**config.mk**
```make
export PLATFORM = sky130hd
export DESIGN_NAME = sample_gate
export DESIGN_NICKNAME = d
export VERILOG_FILES = /design/src/rtl/sample_gate.sv
export SDC_FILE = /design/constraint.sdc
export NUM_CORES = 1
export LEC_CHECK = 0
export CAP_MARGIN = 20
export CORE_AREA = 5 5 42 44
export DETAILED_ROUTE_END_ITERATION = 8
export DIE_AREA = 0 0 47 49
export GPL_ROUTABILITY_DRIVEN = 0
export PLACE_DENSITY = 0.38
export SYNTH_ARGS = -nofsm -noshare
export SYNTH_HDL_FRONTEND = slang
export SYNTH_SLANG_ARGS = --single-unit
export TNS_END_PERCENT = 5
```
**constraint.sdc**
```tcl
create_clock -name clk -period 1 [get_ports clk]
set_input_delay 0.1 -clock clk [delete_from_list [all_inputs] [get_ports clk]]
set_output_delay 0.1 -clock clk [all_outputs]
set_load 0.01 [all_outputs]
```
**src/rtl/sample_gate.sv**
```systemverilog
// sample_gate: registered 3-input / 2-output truth-table evaluator.
//
// Samples A, B and C and produces two registered Boolean functions D and E.
// Each function is an 8-entry truth table indexed by {A,B,C}, with A as the MSB.
// The defaults turn the cell into a pipelined full adder:
//   D = A^B^C (sum), E = majority(A,B,C) (carry), C = carry-in.
//
// Parameters:
//   LUT_D     truth table for D (default 8'h96, odd parity)
//   LUT_E     truth table for E (default 8'hE8, majority)
//   INPUT_REG 1 = input register ahead of evaluation (latency 2)
//             0 = evaluate the live inputs (latency 1)
//
// Ports:
//   clk    rising-edge clock for all state
//   rst_n  synchronous active-low reset; clears the input stage and D/E
//   A,B,C  operand bits; they form the truth-table index {A,B,C}
//   D      registered LUT_D[{A,B,C}]
//   E      registered LUT_E[{A,B,C}]

module sample_gate #(
  parameter logic [7:0] LUT_D     = 8'h96,
  parameter logic [7:0] LUT_E     = 8'hE8,
  parameter bit         INPUT_REG = 1'b1
) (
  input  logic clk,
  input  logic rst_n,
  input  logic A,
  input  logic B,
  input  logic C,
  output logic D,
  output logic E
);

  logic [2:0] eval_idx;

  if (INPUT_REG) begin : g_in_reg
    logic [2:0] idx_q;

    // Reset clears the index to 3'b000. The first output after release is
    // therefore LUT[0], and no sample from before reset can reach D/E.
    always_ff @(posedge clk) begin
      if (!rst_n) begin
        idx_q <= 3'b000;
      end else begin
        idx_q <= {A, B, C};
      end
    end

    assign eval_idx = idx_q;
  end else begin : g_no_in_reg
    assign eval_idx = {A, B, C};
  end

  // During reset the outputs are forced to zero. They are not loaded from
  // LUT[0], so a table with LUT[0]=1 still reads 0 while rst_n is low.
  always_ff @(posedge clk) begin
    if (!rst_n) begin
      D <= 1'b0;
      E <= 1'b0;
    end else begin
      D <= LUT_D[eval_idx];
      E <= LUT_E[eval_idx];
    end
  end

endmodule

```
==> impl_metrics.tcl <==
set metrics [dict create \
    holdWs_ps 433 \
    final_cell_mix "and2_1 (4), clkdlybuf4s50_1 (4), dfxtp_1 (3), clkbuf_4 (3)" \
    hold-path-cell-count 2 \
    fin_nets 35 \
    cp-start-kind "flip-flop" \
    yosys_warnings 0 \
    drc_errors 0 \
    yosys.area.top_type "dfxtp_1" \
    maxCapViolCount 0 \
    setup_viol 0 \
    powerDensity_mw_per_mm2 1650 \
    syn2layout_area_growth_pct 70.1 \
    synth.distinct_cells 7 \
    wl_met1_um 143 \
    synth-seq-cells 5 \
    viasPerCell 3.12 \
    end_kind "flip-flop" \
    htreeDepth 1 \
    synth.yosys.seq_area_share_pct 55.6 \
    dr.first_iter.drc_count 0 \
    clkTransAtPathRegs_ps 40 \
    p_total_mw 0.507 \
    synth_area_um2 180 \
    peakVddDrop_mv 0.595 \
    finalMaxSlewViolations 0 \
    crit_fanout 2 \
    required_ps 1130 \
    overflow 0 \
    grt_usage_pct 3.10 \
    cts_sinks 5 \
    cts_hold_buf 0 \
    drive_above_1_share_pct 29.6 \
    grt_pass1_vias 120 \
    synth_area_per_cell_um2 11.3 \
    clock_latency_ps 240 \
    dieArea_mm2 0.00230 \
    grt_max_degree 6 \
    top_layer "met3" \
    start_util_pct 12.9 \
    io_buffers 6 \
    design.core.area_mm2 0.00140 \
    cts_buffer_depth 2 \
    wl_per_cell_um 7.33 \
    row_count 14 \
    drtPass1Iterations 1 \
    synthTopCellsByArea "dfxtp_1 (56%), and2_1 (14%), ha_1 (14%), o211a_1 (5.6%), xor2_1 (4.9%)" \
    min_period_over_period_pct 95.5 \
    wl_um 315 \
    wl_met3_um 48 \
    skew_ps 0.0918 \
    power.leakage_nw 0.143 \
    n_antenna_cell 0 \
    layout_min_cycle_time_ps 955 \
    die_h_um 49 \
    numCtsBuffers 3 \
    fillCellCount 160 \
    grt_antenna_before_repair 0 \
    grt_pass1_wl_um 420 \
    hp-class "in -> reg" \
    crit_type "reg -> reg" \
    max_freq_mhz 1050 \
    synthCells 16 \
    yosysTopAreaCellShare_pct 55.6 \
    dr_wl_met2_um 122 \
    root_buffer "clkbuf_4" \
    die_w_um 47 \
    num_vias 134 \
    syn-num-nets 23 \
    pin_count 7 \
    finalHoldViolations 0 \
    worst_r2r_path_depth 4 \
    status "complete, no violations" \
    utilization_pct 21.9 \
    rsz0062_at_grt "no" \
    cts_tree "done" \
    worstMarginPinSlew_ps 134 \
    slew-limit-headroom_pct 91.0 \
    arrival_ps 1090 \
    ant_nets 0 \
]
## logic make-up after synthesis
family | count (synthesis) | share of synthesized area (%)
XOR/XNOR | 1 | 4.86
adder cells (fa/ha/maj) | 2 | 13.9
flip-flops | 5 | 55.6
buffers and inverters | 2 | 4.17
AO/OA/AOI/OAI | 1 | 5.56
AND/OR/NAND/NOR | 5 | 16.0
## routing by layer
layer  global-route usage (%)  up-vias
li1                         -       70
met1                     2.21       55
met2                     3.62        9
met3                     5.54        0
met4                     1.38        0
met5                        0        -
## registers in the layout (all words and copies together) (netlist names)
register,cells
eval_idx,3
D,1
E,1
## critical path: stages, from the launching register on
cell	delay (ps)
dfxtp_2	330
inv_2	50
ha_4	230
xor2_1	130
and2_1	130
## cell type report
type / instances / area, um^2 / area share, %
Timing Repair Buffer: 7 / 65.1 / 21.2
Clock buffer: 4 / 26.3 / 8.57
Tap cell: 16 / 20.0 / 6.53
Sequential cell: 5 / 103 / 33.5
Multi-Input combinational cell: 9 / 85.1 / 27.8
Inverter: 2 / 7.51 / 2.45
## synthesized netlist by cell type, drive strengths merged
cell type / count
and2: 4
dfxtp: 5
ha: 2
inv: 2
nand2: 1
o211a: 1
xor2: 1
## report_power, final
group	internal [mW]	switching (mW)	leakage, nW	total [mW]
clock	0.151	0.0812	0.0150	0.232
sequential	0.214	0.00535	0.0421	0.219
combinational	0.0367	0.0188	0.0863	0.0555
## timing repair
| action | CTS | global route |
|---|---|---|
| setup endpoints to repair | 3 | 1 |
| buffers inserted | 0 | 1 |
| gates resized for setup | 3 | 2 |
| gates cloned | 0 | 0 |
| pin swaps | 0 | 2 |
## worst paths after layout
| kind | end | startpoint | slack [ps] |
|---|---|---|---|
| max | D$_SDFF_PN0_ | eval_idx[0]$_SDFF_PN0_ | 40 |
| min | eval_idx[0]$_SDFF_PN0_ | C | 430 |
| max reg2reg | D$_SDFF_PN0_ | eval_idx[0]$_SDFF_PN0_ | 40 |
| min reg2reg | E$_SDFF_PN0_ | eval_idx[2]$_SDFF_PN0_ | 540 |
## metrics by stage
| step | cell area (um^2) | setup TNS, ps | instances | setup slack, ps |
|---|---|---|---|---|
| after CTS | 287 | -34.3 | 42 | -34.3 |
| after global placement | 262 | -22.3 | 38 | -22.3 |
| after floorplan | 181 | -5.06 | 16 | -5.06 |
| final | 307 | 0 | 43 | 44.6 |
| after detailed placement | 262 | -29.5 | 38 | -29.5 |
| after global routing | 307 | 0 | 43 | 12.0 |
No activity file was read; power rests on OpenSTA's default activity.
